**config.mk**
```make
export PLATFORM = sky130hd
export DESIGN_NAME = oc8051_ext_fetch_flat
export DESIGN_NICKNAME = d
export VERILOG_FILES = /design/src/rtl/oc8051_ext_fetch_if.sv /design/src/rtl/oc8051_ext_fetch.sv /design/src/flat_wrapper.sv
export SDC_FILE = /design/constraint.sdc
export NUM_CORES = 1
export LEC_CHECK = 0
export ABC_CLOCK_PERIOD_IN_PS = 8620
export CORE_MARGIN = 4
export CORE_UTILIZATION = 58
export CTS_BUF_LIST = sky130_fd_sc_hd__clkbuf_4 sky130_fd_sc_hd__clkbuf_8 sky130_fd_sc_hd__clkbuf_16
export DETAILED_ROUTE_END_ITERATION = 10
export PLACE_DENSITY = 0.84
export SLEW_MARGIN = 10
export SYNTH_ARGS = -nofsm -noshare
export SYNTH_HDL_FRONTEND = slang
export SYNTH_SLANG_ARGS = --single-unit
```
**constraint.sdc**
```tcl
create_clock -name clk -period 8.62 [get_ports clk]
set_input_delay 1.724 -clock clk [delete_from_list [all_inputs] [get_ports clk]]
set_output_delay 1.724 -clock clk [all_outputs]
set_load 0.01 [all_outputs]
```
**src/rtl/oc8051_ext_fetch_if.sv**
```systemverilog
// Wishbone-style 32-bit read bus between the external fetch unit and program memory.
interface oc8051_ext_fetch_if;
  logic [15:0] wbi_adr_o;
  logic        wbi_stb_o;
  logic        wbi_cyc_o;
  logic [31:0] wbi_dat_i;
  logic        wbi_ack_i;

  modport master (output wbi_adr_o, wbi_stb_o, wbi_cyc_o, input wbi_dat_i, wbi_ack_i);
  modport slave  (input wbi_adr_o, wbi_stb_o, wbi_cyc_o, output wbi_dat_i, wbi_ack_i);
endinterface

```
**src/rtl/oc8051_ext_fetch.sv**
```systemverilog
// External program-memory fetch unit: two-word line buffer presenting bytes PC..PC+2,
// refilled over a 32-bit read bus with optional next-word prefetch.
module oc8051_ext_fetch #(
  parameter int unsigned PREFETCH = 1
) (
  input  logic        clk,
  input  logic        rst,
  input  logic [15:0] pc_i,
  input  logic        istb_i,
  output logic        iack_o,
  output logic [7:0]  op1_o,
  output logic [7:0]  op2_o,
  output logic [7:0]  op3_o,
  oc8051_ext_fetch_if.master wbi
);

  typedef enum logic [1:0] {IDLE, FILL0, FILL1, PREF} state_t;

  state_t      state_q;
  logic [31:0] word0_q;
  logic [31:0] word1_q;
  logic [13:0] tag_q;
  logic        v0_q;
  logic        v1_q;
  logic        stb_q;
  logic [13:0] adr_q;

  logic [13:0] pc_word;
  logic [13:0] tag_inc;
  logic        tag_match;
  logic        hit;
  logic        slide;
  logic [63:0] line_sh;

  assign pc_word   = pc_i[15:2];
  assign tag_inc   = tag_q + 14'd1;
  assign tag_match = (pc_word == tag_q);
  // Offsets 0 and 1 fit entirely in word0; offsets 2 and 3 spill into word1.
  assign hit       = tag_match & v0_q & (~pc_i[1] | v1_q);
  assign slide     = (pc_word == tag_inc) & v1_q;

  assign line_sh = {word1_q, word0_q} >> {pc_i[1:0], 3'b000};

  assign iack_o = istb_i & hit;
  assign op1_o  = iack_o ? line_sh[7:0]   : 8'h00;
  assign op2_o  = iack_o ? line_sh[15:8]  : 8'h00;
  assign op3_o  = iack_o ? line_sh[23:16] : 8'h00;

  assign wbi.wbi_adr_o = {adr_q, 2'b00};
  assign wbi.wbi_stb_o = stb_q;
  assign wbi.wbi_cyc_o = stb_q;

  always_ff @(posedge clk or posedge rst) begin
    if (rst) begin
      state_q <= IDLE;
      word0_q <= '0;
      word1_q <= '0;
      tag_q   <= '0;
      v0_q    <= 1'b0;
      v1_q    <= 1'b0;
      stb_q   <= 1'b0;
      adr_q   <= '0;
    end else begin
      case (state_q)
        IDLE: begin
          if (istb_i && !hit) begin
            if (slide) begin
              word0_q <= word1_q;
              tag_q   <= tag_inc;
              v1_q    <= 1'b0;
            end else if (tag_match && v0_q) begin
              state_q <= FILL1;
              adr_q   <= tag_inc;
              stb_q   <= 1'b1;
            end else begin
              tag_q   <= pc_word;
              v0_q    <= 1'b0;
              v1_q    <= 1'b0;
              state_q <= FILL0;
              adr_q   <= pc_word;
              stb_q   <= 1'b1;
            end
          end else if ((PREFETCH != 0) && v0_q && !v1_q) begin
            state_q <= PREF;
            adr_q   <= tag_inc;
            stb_q   <= 1'b1;
          end
        end
        FILL0: begin
          if (wbi.wbi_ack_i) begin
            word0_q <= wbi.wbi_dat_i;
            v0_q    <= 1'b1;
            // Chain straight into the second word when the current PC still needs it.
            if (tag_match && pc_i[1]) begin
              state_q <= FILL1;
              adr_q   <= tag_inc;
            end else begin
              state_q <= IDLE;
              stb_q   <= 1'b0;
            end
          end
        end
        FILL1, PREF: begin
          if (wbi.wbi_ack_i) begin
            word1_q <= wbi.wbi_dat_i;
            v1_q    <= 1'b1;
            state_q <= IDLE;
            stb_q   <= 1'b0;
          end
        end
        default: begin
          state_q <= IDLE;
          stb_q   <= 1'b0;
        end
      endcase
    end
  end

endmodule
```
**src/flat_wrapper.sv**
```systemverilog
// flat-port wrapper written by rule: the top's interface ports become plain ports
module oc8051_ext_fetch_flat 
#(
  parameter int unsigned PREFETCH = 1
)
  (clk, rst, pc_i, istb_i, iack_o, op1_o, op2_o, op3_o, wbi_wbi_adr_o, wbi_wbi_stb_o, wbi_wbi_cyc_o, wbi_wbi_dat_i, wbi_wbi_ack_i);
  oc8051_ext_fetch_if wbi_i ();
  input  logic clk;
  input  logic rst;
  input  logic [15:0] pc_i;
  input  logic istb_i;
  output logic iack_o;
  output logic [7:0] op1_o;
  output logic [7:0] op2_o;
  output logic [7:0] op3_o;
  output wire logic [$bits(wbi_i.wbi_adr_o)-1:0] wbi_wbi_adr_o;
  output wire logic [$bits(wbi_i.wbi_stb_o)-1:0] wbi_wbi_stb_o;
  output wire logic [$bits(wbi_i.wbi_cyc_o)-1:0] wbi_wbi_cyc_o;
  input wire logic [$bits(wbi_i.wbi_dat_i)-1:0] wbi_wbi_dat_i;
  input wire logic [$bits(wbi_i.wbi_ack_i)-1:0] wbi_wbi_ack_i;
  assign wbi_wbi_adr_o = wbi_i.wbi_adr_o;
  assign wbi_wbi_stb_o = wbi_i.wbi_stb_o;
  assign wbi_wbi_cyc_o = wbi_i.wbi_cyc_o;
  assign wbi_i.wbi_dat_i = wbi_wbi_dat_i;
  assign wbi_i.wbi_ack_i = wbi_wbi_ack_i;
  oc8051_ext_fetch #(.PREFETCH(PREFETCH)) u_core (.clk(clk), .rst(rst), .pc_i(pc_i), .istb_i(istb_i), .iack_o(iack_o), .op1_o(op1_o), .op2_o(op2_o), .op3_o(op3_o), .wbi(wbi_i));
endmodule
```
==> results of run 1 <==
worst paths after layout:
path / endpoint / startpoint / slack [ns] / cells past startpoint
hold reg to reg: u_core.word1_q[18] / u_core.word1_q[18] / 0.51 / 1
max in group asynchronous: u_core.wbi.wbi_cyc_o / rst / 5.65 / 3
setup / recovery: op1_o[0] / pc_i[14] / 1.80 / 8
hold / removal: u_core.word1_q[18] / u_core.word1_q[18] / 0.51 / 1
setup reg to reg: u_core.adr_q[6] / u_core.tag_q[2] / 4.60 / 8
min in group asynchronous: u_core.adr_q[11] / rst / 1.71 / 2
logic make-up (layout without fill, tap and decap cells):
logic type,Yosys count,in the layout
XOR/XNOR,31,31
other,1,2
adder cells (fa/ha/maj),1,1
AO/OA/AOI/OAI,128,128
buffers and inverters,93,150
AND/OR/NAND/NOR,201,201
flip-flops,97,97
multiplexers,118,118
final cells by class:
type	instances	area (µm²)
Sequential cell	97	2430
Timing Repair Buffer	104	1010
Inverter	31	119
Tap cell	143	179
Multi-Input combinational cell	481	4000
Clock inverter	3	40.0
Fill cell	832	3430
Clock buffer	12	260
layout by cell type (no fill, tap or decap), types with 5 or more instances in the layout:
| master | instances |
|---|---|
| sky130_fd_sc_hd__a21oi_1 | 5 |
| sky130_fd_sc_hd__nand3_1 | 9 |
| sky130_fd_sc_hd__dfrtp_1 | 97 |
| sky130_fd_sc_hd__o21bai_1 | 8 |
| sky130_fd_sc_hd__buf_4 | 12 |
| sky130_fd_sc_hd__nor2_1 | 39 |
| sky130_fd_sc_hd__nor3_1 | 38 |
| sky130_fd_sc_hd__mux2_2 | 83 |
| sky130_fd_sc_hd__xnor2_1 | 24 |
| sky130_fd_sc_hd__nand2b_1 | 5 |
| sky130_fd_sc_hd__mux2_4 | 11 |
| sky130_fd_sc_hd__o31ai_1 | 8 |
| sky130_fd_sc_hd__inv_1 | 29 |
| sky130_fd_sc_hd__nor2b_1 | 24 |
| sky130_fd_sc_hd__nor4_1 | 27 |
| sky130_fd_sc_hd__nand4_1 | 6 |
| sky130_fd_sc_hd__nand2_1 | 33 |
| sky130_fd_sc_hd__mux4_2 | 24 |
| sky130_fd_sc_hd__xor2_1 | 7 |
| sky130_fd_sc_hd__a221o_1 | 24 |
| sky130_fd_sc_hd__clkbuf_16 | 9 |
| sky130_fd_sc_hd__o21ai_0 | 19 |
| sky130_fd_sc_hd__a211oi_1 | 32 |
| sky130_fd_sc_hd__o41ai_1 | 8 |
| sky130_fd_sc_hd__clkdlybuf4s50_1 | 92 |
per-layer routing:
metal  vias up  part of all wire
li1       2619                 -
met1      2857              0.41
met2       267              0.49
met4         0             0.027
met3        45             0.074
met5         -                 0
registers in the layout, summed over array words and instances (netlist names):
name and cells:
u_core.adr_q 14, u_core.word1_q 32, u_core.state_q 2, u_core.v1_q 1, u_core.tag_q 14, u_core.word0_q 32
u_core.wbi.wbi_cyc_o 1, u_core.v0_q 1
stage by stage:
| step | area [µm²] | std cells | hold WS (ns) | setup WS (ns) |
|---|---|---|---|---|
| 6_report | 8030 | 871 | 0.505 | 1.80 |
| 5_1_grt | 8030 | 871 | 0.520 | 1.49 |
| 4_1_cts | 8030 | 871 | 0.506 | 1.79 |
| 3_5_place_dp | 7730 | 856 | 0.492 | 1.80 |
| 3_3_place_gp | 7730 | 856 | 0.482 | 1.96 |
| 2_1_floorplan | 6810 | 671 | 0.475 | 3.46 |
cell usage after synthesis (3+ instances only):
| cell | n |
|---|---|
| sky130_fd_sc_hd__o21bai_1 | 8 |
| sky130_fd_sc_hd__o21ai_0 | 19 |
| sky130_fd_sc_hd__nor3_1 | 38 |
| sky130_fd_sc_hd__nor4_1 | 27 |
| sky130_fd_sc_hd__and3_1 | 4 |
| sky130_fd_sc_hd__o41ai_1 | 8 |
| sky130_fd_sc_hd__mux2_4 | 11 |
| sky130_fd_sc_hd__a211oi_1 | 32 |
| sky130_fd_sc_hd__mux2_2 | 83 |
| sky130_fd_sc_hd__xnor2_1 | 24 |
| sky130_fd_sc_hd__dfrtp_1 | 97 |
| sky130_fd_sc_hd__inv_1 | 30 |
| sky130_fd_sc_hd__xor2_1 | 7 |
| sky130_fd_sc_hd__nor2_1 | 41 |
| sky130_fd_sc_hd__nand2b_1 | 5 |
| sky130_fd_sc_hd__a21oi_1 | 5 |
| sky130_fd_sc_hd__buf_2 | 11 |
| sky130_fd_sc_hd__and2_1 | 3 |
| sky130_fd_sc_hd__buf_1 | 5 |
| sky130_fd_sc_hd__a221o_1 | 24 |
| sky130_fd_sc_hd__buf_4 | 5 |
| sky130_fd_sc_hd__clkbuf_1 | 40 |
| sky130_fd_sc_hd__o22ai_1 | 4 |
| sky130_fd_sc_hd__mux4_2 | 24 |
| sky130_fd_sc_hd__nand3_1 | 9 |
| sky130_fd_sc_hd__nand2_1 | 33 |
| sky130_fd_sc_hd__nand4_1 | 6 |
| sky130_fd_sc_hd__o31ai_1 | 8 |
| sky130_fd_sc_hd__nor2b_1 | 24 |
power breakdown:
part           internal, W  leakage (nW)  switching (W)  total (W)
logic             0.000780          1.68       0.000732    0.00151
clock network     0.000242         0.152       0.000174   0.000416
registers         0.000680          1.18       0.000251   0.000930
total              0.00170          3.01        0.00116    0.00286
==> summary.md, run 1 <==
| Metric | Value |
|---|---|
| Status | finished clean |
| Largest stage delay on the critical path | roughly 0.67 ns |
| Number of antenna-violating nets in the routed design | 0 |
| Most used flip-flop cell after synthesis | sky130_fd_sc_hd__dfrtp_1 |
| Crit path max fanout | 25 |
| Hold crit path type | reg2reg |
| GRT Util Overall | 0.274 |
| Async S/R FF share, synth | 1.00 |
| Area of the mapped netlist | a little under 7000 µm² |
| Final-report max-slew violation count | 0 |
| Setup violators final | 0 |
| Synthesized instance count | 670 |
| Clock Path Buffers | 2 |
| Gr busiest metal | met2 |
| Final critical delay including setup and external delays | about 7 ns |
| Setup fix buffers added after clock tree synthesis | 0 |
| Worst clock skew | ~0.0036 ns |
| Cell Chain, Critical Path | clkdlybuf4s50_1 > xnor2_1 > nand4_1 > or4_1 > nor2_1 > nand3_1 > nor2b_1 > clkdlybuf4s50_1 |
| Power Dens Cells | around 360 nW/µm² |
| Antenna violations before repair | 0 |
| Number of levels in the clock H-tree | 3 |
| Most area-consuming cells after synthesis | sky130_fd_sc_hd__dfrtp_1, sky130_fd_sc_hd__mux2_2, sky130_fd_sc_hd__mux4_2 |
| Compound-Gate Fraction of Synth Area | 0.148 |
| Post-synthesis cell type count | 57 |
| Global-route met1 utilization | 0.365 |
| Final weighted congestion in routability-driven placement | 0.919 |
| Maximum capacitance violations | 0 |
| Via count | around 5800 |
| Design Power | approximately 0.0029 W |
| Synthesis-to-layout area growth | 18.1% |
| Total clock buffers created by CTS | 9 |
| Fraction of layout instances using a drive strength above 1 | 0.218 |
| Die Span X | about 120 µm |
| Fraction of the mapped netlist area in simple logic gates | 0.154 |
| Nets@finish | just under 800 |
| LEAKAGE | approximately 3 nW |
| Post-detailed-routing wire length | approximately 18 mm |
| Critical Path Most Common Cell | sky130_fd_sc_hd__clkdlybuf4s50_1 |
| Final core occ | 0.700 |
| XOR/XNOR share of the synthesized area | 0.0399 |
| CP bufs+invs | 2 |
| Required arrival time at the worst endpoint | roughly 6.9 ns |
| Core Area | 11500 µm² |
| Largest area contributor in the netlist | sky130_fd_sc_hd__dfrtp_1 |
| Unrepaired setup endpoints after global routing | false |
| Category of cells accounting for the largest share of critical-path delay | simple AND/OR/NAND/NOR gates |
| Die Height | between 100 and 150 µm |
| CTS tree | done |
| WL per Instance | ~21 µm |
| Mean instance size in the synthesized netlist | about 10 µm² |
| Diode insertion count for antenna repair | 0 |
| Met2 track demand over resource | 0.458 |
| Highest attainable clock frequency | about 150 MHz |
| Clock Pin Slew Worst Setup and Hold Paths | ~0.060 ns |
| Overflow after GRT | 0 |
| Via count of the first global-routing pass | slightly below 6000 |
| Critical path class | in2out |
| Total negative setup slack | 0 ns |
| Final clock period utilization by the worst path | 0.791 |
| Root Buffer Master | sky130_fd_sc_hd__clkbuf_16 |
| Largest net degree at the start of global routing | between 70 and 80 |
| 1st-iter DRT viols | about 700 |
| Global-route wire length before repair | just under 30 mm |
| Number of warnings reported in the yosys synthesis log | 0 |
| Initial Utilization | 0.593 |
| Via density | approximately 6.6 |
| Top-level port count | 95 |
| Die outline area | about 14000 µm² |
| Multiplexer share of the synthesized area | 0.241 |
| Number of buffers inserted by hold repair at cts | 0 |
| TritonCTS sink count | between 90 and 100 |
| Clock network latency to the later pin of the worst-skew pair | 0.35 ns |
| Worst setup EP type | primary output |
| Startpoint class of the critical path | primary input |
| Number of enable-type register cells in the synthesized netlist | 0 |
| Relative slew margins | 0.217 |
| Sequential-to-total area share from yosys stat | 0.357 |
| Total of cells resized after clock tree synthesis | 0 |
| Data arrival time of the worst path | ~5 ns |
| Met3 GRT Util | 0.0430 |
| Post-DP HPWL | 11.9 mm |
| Fraction of synthesized cell area taken by the top area cell type | 0.357 |
| Maximum VDD drop | 0.199 mV |
| Main combinational cell family by area after synthesis | multiplexers |
| Fin. Hold Viols | 0 |
| Number of DRC violations after detailed routing | 0 |
| Worst Max-Slew Pin Slew | between 1 and 1.5 ns |
| Number of standard-cell rows in the floorplan | 39 |
| Drt first pass iters | 5 |
| PortBufs | 92 |
| Number of flip-flops and latches in the synthesized netlist | 97 |
| Master of the slowest instance on the critical path | sky130_fd_sc_hd__nand3_1 |
| Share of synthesized cell area in full adder, half adder and majority cells | 0.00184 |
(Power assumes the default switching activity.)
==> run 2, diff against run 1 <==
--- a/config.mk
+++ b/config.mk
@@ -5,12 +5,12 @@
 export SDC_FILE = /design/constraint.sdc
 export NUM_CORES = 1
 export LEC_CHECK = 0
-export ABC_CLOCK_PERIOD_IN_PS = 8620
+export ABC_CLOCK_PERIOD_IN_PS = 6800
 export CORE_MARGIN = 4
-export CORE_UTILIZATION = 58
+export CORE_UTILIZATION = 56
 export CTS_BUF_LIST = sky130_fd_sc_hd__clkbuf_4 sky130_fd_sc_hd__clkbuf_8 sky130_fd_sc_hd__clkbuf_16
 export DETAILED_ROUTE_END_ITERATION = 10
-export PLACE_DENSITY = 0.84
+export PLACE_DENSITY = 0.81
 export SLEW_MARGIN = 10
 export SYNTH_ARGS = -nofsm -noshare
 export SYNTH_HDL_FRONTEND = slang
==> constraint.sdc (replaced) <==
create_clock -name clk -period 6.8 [get_ports clk]
set_input_delay 1.36 -clock clk [delete_from_list [all_inputs] [get_ports clk]]
set_output_delay 1.36 -clock clk [all_outputs]
set_load 0.01 [all_outputs]
==> run 2 against run 1 <==
Clock skew is 0.0029 ns higher; sequential cell count stayed put; design area hardly changed; core utilization is 1.2 points lower; register-to-register slack worse by 1.9 ns; first-iteration DRC count is 20% lower; non-clock buffer count stayed put; clock power is 23% higher; critical path type unchanged; largest cell class unchanged.
==> summary.md, run 2 (synthesis results as in run 1) <==
| Metric | Value |
|---|---|
| Synthesis-to-layout area growth | 18.0% (about the same) |
| Final clock period utilization by the worst path | 0.811 |
| Startpoint class of the critical path | primary input |
| Cell Chain, Critical Path | clkdlybuf4s50_1 > xnor2_1 > nand4_1 > or4_1 > nor2_1 > nand3_1 > buf_4 > nor2b_1 > clkdlybuf4s50_1 |
| Critical Path Most Common Cell | sky130_fd_sc_hd__clkdlybuf4s50_1 |
| Required arrival time at the worst endpoint | 5.44 ns (-1.46 ns) |
| Number of levels in the clock H-tree | 3 (unchanged) |
| Total negative setup slack | 0 ns (unchanged) |
| Fin. Hold Viols | 0 (unchanged) |
| Die Span X | 118 µm (+1.6%) |
| Via count of the first global-routing pass | 5876 (+0.43%) |
| TritonCTS sink count | 97 (unchanged) |
| Final worst-path setup slack | 1.28 ns (-0.518 ns) |
| Critical path class | in2out |
| Die Height | 118 µm (+1.6%) |
| Post-detailed-routing wire length | 18.2 mm (+1.1%) |
| Fin cells | 871 (unchanged) |
| Internal Power | 0.00213 W (+25%) |
| Largest net degree at the start of global routing | 68 (-4.2%) |
| Worst Max-Slew Pin Slew | 1.15 ns (-0.0136 ns) |
| Overflow after GRT | 0 (unchanged) |
| # fillers | 862 (+3.6%) |
| Via count | 5834 (+0.79%) |
| Setup violators final | 0 (unchanged) |
| Sequential group share of total power | 0.326 (about the same) |
| Global-route wire length before repair | 29.7 mm (+1.2%) |
| Via density | 6.70 (+0.79%) |
| Number of buffers inserted by hold repair at cts | 0 (unchanged) |
| Unrepaired setup endpoints after global routing | false |
| Post-DP HPWL | 12.0 mm (+1.3%) |
| Core Area | 11700 µm² (+1.7%) |
| Relative slew margins | 0.226 (+0.00914) |
| Data arrival time of the worst path | 4.16 ns (-0.93 ns) |
| Top flop regs | u_core.word0_q: 32 flops, u_core.word1_q: 32 flops |
| Final core occ | 0.688 (-0.0123) |
| Total clock buffers created by CTS | 9 (unchanged) |
| Hold crit path type | reg2reg |
| 1st-iter DRT viols | 572 (-20%) |
| Post-placement worst setup slack | 1.28 ns (-0.518 ns) |
| Highest attainable clock frequency | 181 MHz |
| Clock power frac | 0.141 (-0.004) |
| Worst hold slack | 0.506 ns (+0.00123 ns) |
| CTS tree | done |
| Power Dens Cells | 450 nW/µm² (+26%) |
| Fraction of layout instances using a drive strength above 1 | 0.221 (+0.00275) |
| Final critical delay including setup and external delays | roughly 5.5 ns |
| Maximum capacitance violations | 0 (unchanged) |
| Clock network latency to the later pin of the worst-skew pair | 0.35 ns (about the same) |
| Number of antenna-violating nets in the routed design | 0 (unchanged) |
| Drt first pass iters | 5 (unchanged) |
| Antenna violations before repair | 0 (unchanged) |
| Number of placed instances with taps included | 856 (unchanged) |
| Switching share of power | 0.409 (+0.00400) |
| Combinational share of power | 0.532 (+0.003) |
| Top-level port count | 95 (unchanged) |
| Diode insertion count for antenna repair | 0 (unchanged) |
| Final-report max-slew violation count | 0 (unchanged) |
| Largest stage delay on the critical path | 0.57 ns (-0.10 ns) |
| Crit path max fanout | 25 (unchanged) |
| Switching component of the power | 0.00148 W (+28%) |
| WL per Instance | 20.9 µm (+1.1%) |
| Die outline area | 14000 µm² (+3.3%) |
| Status | finished clean |
| Number of standard-cell rows in the floorplan | 39 (unchanged) |
| Clock Path Buffers | 2 (unchanged) |
| Final weighted congestion in routability-driven placement | 0.884 (-3.9%) |
| Root Buffer Master | sky130_fd_sc_hd__clkbuf_16 |
| Initial Utilization | 0.583 (-0.00993) |
| Total of cells resized after clock tree synthesis | 0 (unchanged) |
| Worst clock skew | 0.00650 ns (+0.00290 ns) |
| PortBufs | 92 (unchanged) |
| Master of the slowest instance on the critical path | sky130_fd_sc_hd__or4_1 |
| LEAKAGE | 3.01 nW (-0.15%) |
| Worst setup EP type | primary output |
| Number of DRC violations after detailed routing | 0 (unchanged) |
| Highest-count cells in the layout ignoring fill and taps | sky130_fd_sc_hd__dfrtp_1, sky130_fd_sc_hd__clkdlybuf4s50_1, sky130_fd_sc_hd__mux2_2 |
| Most frequent standard cell in the layout excluding fill and tap cells | sky130_fd_sc_hd__dfrtp_1 |
| Nets@finish | 777 (unchanged) |
| Clock Pin Slew Worst Setup and Hold Paths | 0.07 ns (about the same) |
| Maximum VDD drop | 0.288 mV (+45%) |
| Setup fix buffers added after clock tree synthesis | 0 (unchanged) |
| GRT Util Overall | 0.258 (-0.0165) |
run 2: changes by cell type in the layout (fill, tap and decap cells not counted):
cell                        change
sky130_fd_sc_hd__bufinv_16      -1
sky130_fd_sc_hd__inv_6          +1
sky130_fd_sc_hd__and2_2         +1
sky130_fd_sc_hd__nand2_2        +1
sky130_fd_sc_hd__clkbuf_4       +1
sky130_fd_sc_hd__and2_1         -1
sky130_fd_sc_hd__clkbuf_8       +1
sky130_fd_sc_hd__nand2_1        -1
sky130_fd_sc_hd__clkinv_2       -2
run 2: layout make-up:
type / instances / area [µm²] / area share
sequential: 97 / 2430 / 0.302
tap: 143 / 179 / 0.0223
clock inverter: 1 / 8.76 / 0.00109
inverter: 31 / 119 / 0.0148
clock buffer: 14 / 282 / 0.0351
timing repair buffer: 104 / 1010 / 0.126
multi-input combinational: 481 / 4000 / 0.498
run 2: worst paths after layout:
kind / slack [ns] / to / start / depth (start not counted)
max: 1.28 / op1_o[7] / pc_i[14] / 9
min: 0.51 / u_core.word1_q[20] / u_core.word1_q[20] / 1
max reg2reg: 2.73 / u_core.adr_q[7] / u_core.tag_q[3] / 8
min reg2reg: 0.51 / u_core.word1_q[20] / u_core.word1_q[20] / 1
max in group asynchronous: 4.25 / u_core.word0_q[31] / rst / 3
min in group asynchronous: 1.42 / u_core.word1_q[19] / rst / 2
run 2: per-layer routing:
metal  part of all wire  track usage
met1               0.41        0.333
met2               0.48        0.416
met3              0.084       0.0764
met4              0.021       0.0894
met5                  0            0
run 2: per-stage QoR:
step	instance area, µm²	power, W
2_1_floorplan	6810	0.00258
3_3_place_gp	7740	0.00297
3_5_place_dp	7740	0.00306
4_1_cts	8030	0.00359
5_1_grt	8030	0.00383
6_report	8030	0.00361
run 2: power groups by stage:
stage	registers (W)	clock network, W	logic (W)
finish	0.00118	0.000511	0.00192
global route	0.00121	0.000544	0.00207
CTS	0.00116	0.000519	0.00191
detailed placement	0.00117	0	0.00189
global placement	0.00114	0	0.00183
floorplan	0.00104	0	0.00153
run 2: worst max-delay path: cells and delay by family:
| family | cells | cell delay (ns) |
|---|---|---|
| xor gates and xnor gates | 1 | 0.36 |
| buffers and inverters | 3 | 1.26 |
| and+or+nand+nor | 5 | 1.16 |
==> run 3, diff against run 2 <==
--- a/config.mk
+++ b/config.mk
@@ -5,7 +5,7 @@
 export SDC_FILE = /design/constraint.sdc
 export NUM_CORES = 1
 export LEC_CHECK = 0
-export ABC_CLOCK_PERIOD_IN_PS = 6800
+export ABC_CLOCK_PERIOD_IN_PS = 5420
 export CORE_MARGIN = 4
 export CORE_UTILIZATION = 56
 export CTS_BUF_LIST = sky130_fd_sc_hd__clkbuf_4 sky130_fd_sc_hd__clkbuf_8 sky130_fd_sc_hd__clkbuf_16
==> constraint.sdc (replaced) <==
create_clock -name clk -period 5.42 [get_ports clk]
set_input_delay 1.084 -clock clk [delete_from_list [all_inputs] [get_ports clk]]
set_output_delay 1.084 -clock clk [all_outputs]
set_load 0.01 [all_outputs]
==> run 3 against run 2 <==
Largest power group unchanged; design area is 0.62% higher; register-to-register slack worse by 1.3 ns; combinational power is 27% higher.
==> summary.md, run 3 (synthesis results as in run 1) <==
| Metric | Value |
|---|---|
| Diode insertion count for antenna repair | 0 (unchanged) |
| Hold crit path type | reg2reg |
| Final critical delay including setup and external delays | slightly above 5 ns |
| Nets@finish | 777 (unchanged) |
| Sequential group share of total power | 0.318 (-0.008) |
| Final-report max-slew violation count | 0 (unchanged) |
| Power Dens Cells | 573 nW/µm² (+27%) |
| Via count | 5828 (-0.10%) |
| Root Buffer Master | sky130_fd_sc_hd__clkbuf_16 |
| Setup fix buffers added after clock tree synthesis | 0 (unchanged) |
| Number of buffers inserted by hold repair at cts | 0 (unchanged) |
| Master of the slowest instance on the critical path | sky130_fd_sc_hd__or4_1 |
| Worst setup EP type | primary output |
| Multi-input logic area | 4000 µm² (unchanged) |
| Highest-count cells in the layout ignoring fill and taps | sky130_fd_sc_hd__dfrtp_1, sky130_fd_sc_hd__clkdlybuf4s50_1, sky130_fd_sc_hd__mux2_2 |
| Highest attainable clock frequency | between 150 and 200 MHz |
| Post-detailed-routing wire length | 18.1 mm (-0.70%) |
| Final clock period utilization by the worst path | 0.928 |
| Combinational share of power | 0.524 (-0.008) |
| Via count of the first global-routing pass | 5756 (-2.0%) |
| Number of standard-cell rows in the floorplan | 39 (unchanged) |
| Switching component of the power | 0.00186 W (+26%) |
| Die outline area | 14000 µm² (unchanged) |
| Critical Path Most Common Cell | sky130_fd_sc_hd__clkdlybuf4s50_1 |
| Relative slew margins | 0.246 (+0.0207) |
| Reg2Reg Setup Slack | 1.48 ns (-1.25 ns) |
| TritonCTS sink count | 97 (unchanged) |
| Startpoint class of the critical path | primary input |
| Top-level port count | 95 (unchanged) |
| Largest stage delay on the critical path | 0.58 ns (about the same) |
| Clock power frac | 0.158 (+0.017) |
| Setup violators final | 0 (unchanged) |
| 1st-iter DRT viols | 633 (+11%) |
| Number of DRC violations after detailed routing | 0 (unchanged) |
| Met1 WL | 7.61 mm (+1.1%) |
| Total negative setup slack | 0 ns (unchanged) |
| Via density | 6.68 (-0.22%) |
| Switching share of power | 0.402 (-0.00637) |
| Maximum VDD drop | 0.344 mV (+19%) |
| Fraction of layout instances using a drive strength above 1 | 0.222 (+0.00107) |
| Worst Max-Slew Pin Slew | 1.13 ns (-0.0221 ns) |
| PortBufs | 92 (unchanged) |
| Data arrival time of the worst path | 3.94 ns (-0.22 ns) |
| Clock Path Buffers | 2 (unchanged) |
| Post-route standard cell area excluding fillers | 8080 µm² (+0.62%) |
| Cell Chain, Critical Path | clkdlybuf4s50_1 > xnor2_1 > nand4_1 > or4_1 > nor2_1 > nand3_1 > buf_4 > nor2b_1 > clkdlybuf4s50_1 |
| Met2 WL | 8.62 mm (-1.5%) |
| Number of levels in the clock H-tree | 3 (unchanged) |
| Core Area | 11700 µm² (unchanged) |
| Largest net degree at the start of global routing | 63 (-7.4%) |
| Area after DPL | 7740 µm² (unchanged) |
| Antenna violations before repair | 0 (unchanged) |
| CTS tree | done |
| Post-DP HPWL | 12.2 mm (+1.4%) |
| Total clock buffers created by CTS | 9 (unchanged) |
| Worst Hold Path Cells | 1 (unchanged) |
| Unrepaired setup endpoints after global routing | false |
| Number of antenna-violating nets in the routed design | 0 (unchanged) |
| Max layer used | met4 |
| Drt first pass iters | 5 (unchanged) |
| Critical path class | in2out |
| Length of routed met3 wiring | 1.29 mm (-16%) |
| Required arrival time at the worst endpoint | 4.34 ns (-1.10 ns) |
| Internal Power | 0.00277 W (+30%) |
| Maximum capacitance violations | 0 (unchanged) |
| Fin. Hold Viols | 0 (unchanged) |
| GRT Util Overall | 0.259 (+0.000549) |
| Top flop regs | u_core.word0_q: 32 flops, u_core.word1_q: 32 flops |
| Status | finished clean |
| Clock network latency to the later pin of the worst-skew pair | 0.35 ns (about the same) |
| Synthesis-to-layout area growth | 18.7% |
| Global-route wire length before repair | 29.5 mm (-0.67%) |
| Worst clock skew | 0.00786 ns (+0.00136 ns) |
| Overflow after GRT | 0 (unchanged) |
| # fillers | 895 (+3.8%) |
| Clock Pin Slew Worst Setup and Hold Paths | 0.06 ns (about the same) |
| Most frequent standard cell in the layout excluding fill and tap cells | sky130_fd_sc_hd__dfrtp_1 |
| LEAKAGE | 3.03 nW (+0.74%) |
| Die Span X | 118 µm (unchanged) |
| Die Height | 118 µm (unchanged) |
| Area taken by flip-flops and latches | 2430 µm² (unchanged) |
| Crit path max fanout | 25 (unchanged) |
| Worst hold slack | 0.505 ns (-0.00144 ns) |
| Total of cells resized after clock tree synthesis | 0 (unchanged) |
| Final weighted congestion in routability-driven placement | 0.871 (-1.4%) |
| WL per Instance | 20.7 µm (-0.81%) |
| Initial Utilization | 0.583 (unchanged) |
| Register-to-Register Path Depth | 7 (-1) |
run 3: changes by cell type in the layout (fill, tap and decap cells not counted), sizes merged:
| cell | delta |
|---|---|
| bufinv | +2 |
| clkbuf | -2 |
| clkinv | +2 |
| inv | -1 |
run 3: final timing paths:
kind,startpoint,endpoint
setup / recovery,pc_i[14],op3_o[4]
hold / removal,u_core.word1_q[22],u_core.word1_q[22]
setup reg to reg,u_core.tag_q[3],u_core.adr_q[10]
hold reg to reg,u_core.word1_q[22],u_core.word1_q[22]
max in group asynchronous,rst,u_core.word0_q[28]
min in group asynchronous,rst,u_core.adr_q[11]
run 3: power groups by stage:
stage / sequential, W / clock, W / combinational [W]
after floorplan: 0.00131 / 0 / 0.00192
after global placement: 0.00143 / 0 / 0.00230
after detailed placement: 0.00147 / 0 / 0.00239
after CTS: 0.00146 / 0.000739 / 0.00241
after global routing: 0.00152 / 0.000765 / 0.00263
final: 0.00147 / 0.000732 / 0.00243
run 3: stage by stage:
step	utilization	std cells	worst slack (ns)	power, W
floorplan	-	671	1.54	0.00323
global placement	0.663	856	0.520	0.00374
detailed placement	0.663	856	0.425	0.00386
CTS	0.693	872	0.409	0.00461
global route	0.693	872	0.200	0.00492
finish	0.693	872	0.391	0.00463
run 3: layout make-up:
| class | instances | area share |
|---|---|---|
| Multi-Input combinational cell | 481 | 0.495 |
| Sequential cell | 97 | 0.301 |
| Timing Repair Buffer | 104 | 0.125 |
| Clock buffer | 12 | 0.0330 |
| Tap cell | 143 | 0.0222 |
| Inverter | 31 | 0.0147 |
| Clock inverter | 4 | 0.00914 |
run 3: worst max-delay path: cells and delay by family:
kind          cells  cell delay [ns]
xor+xnor          1             0.40
simple gates      5             1.21
buf+inv           3             1.25
run 3: layer usage:
metal,up-vias,GRT usage
met5,-,0
met4,0,0.112
met3,45,0.0473
met2,270,0.414
met1,2891,0.346
li1,2622,-
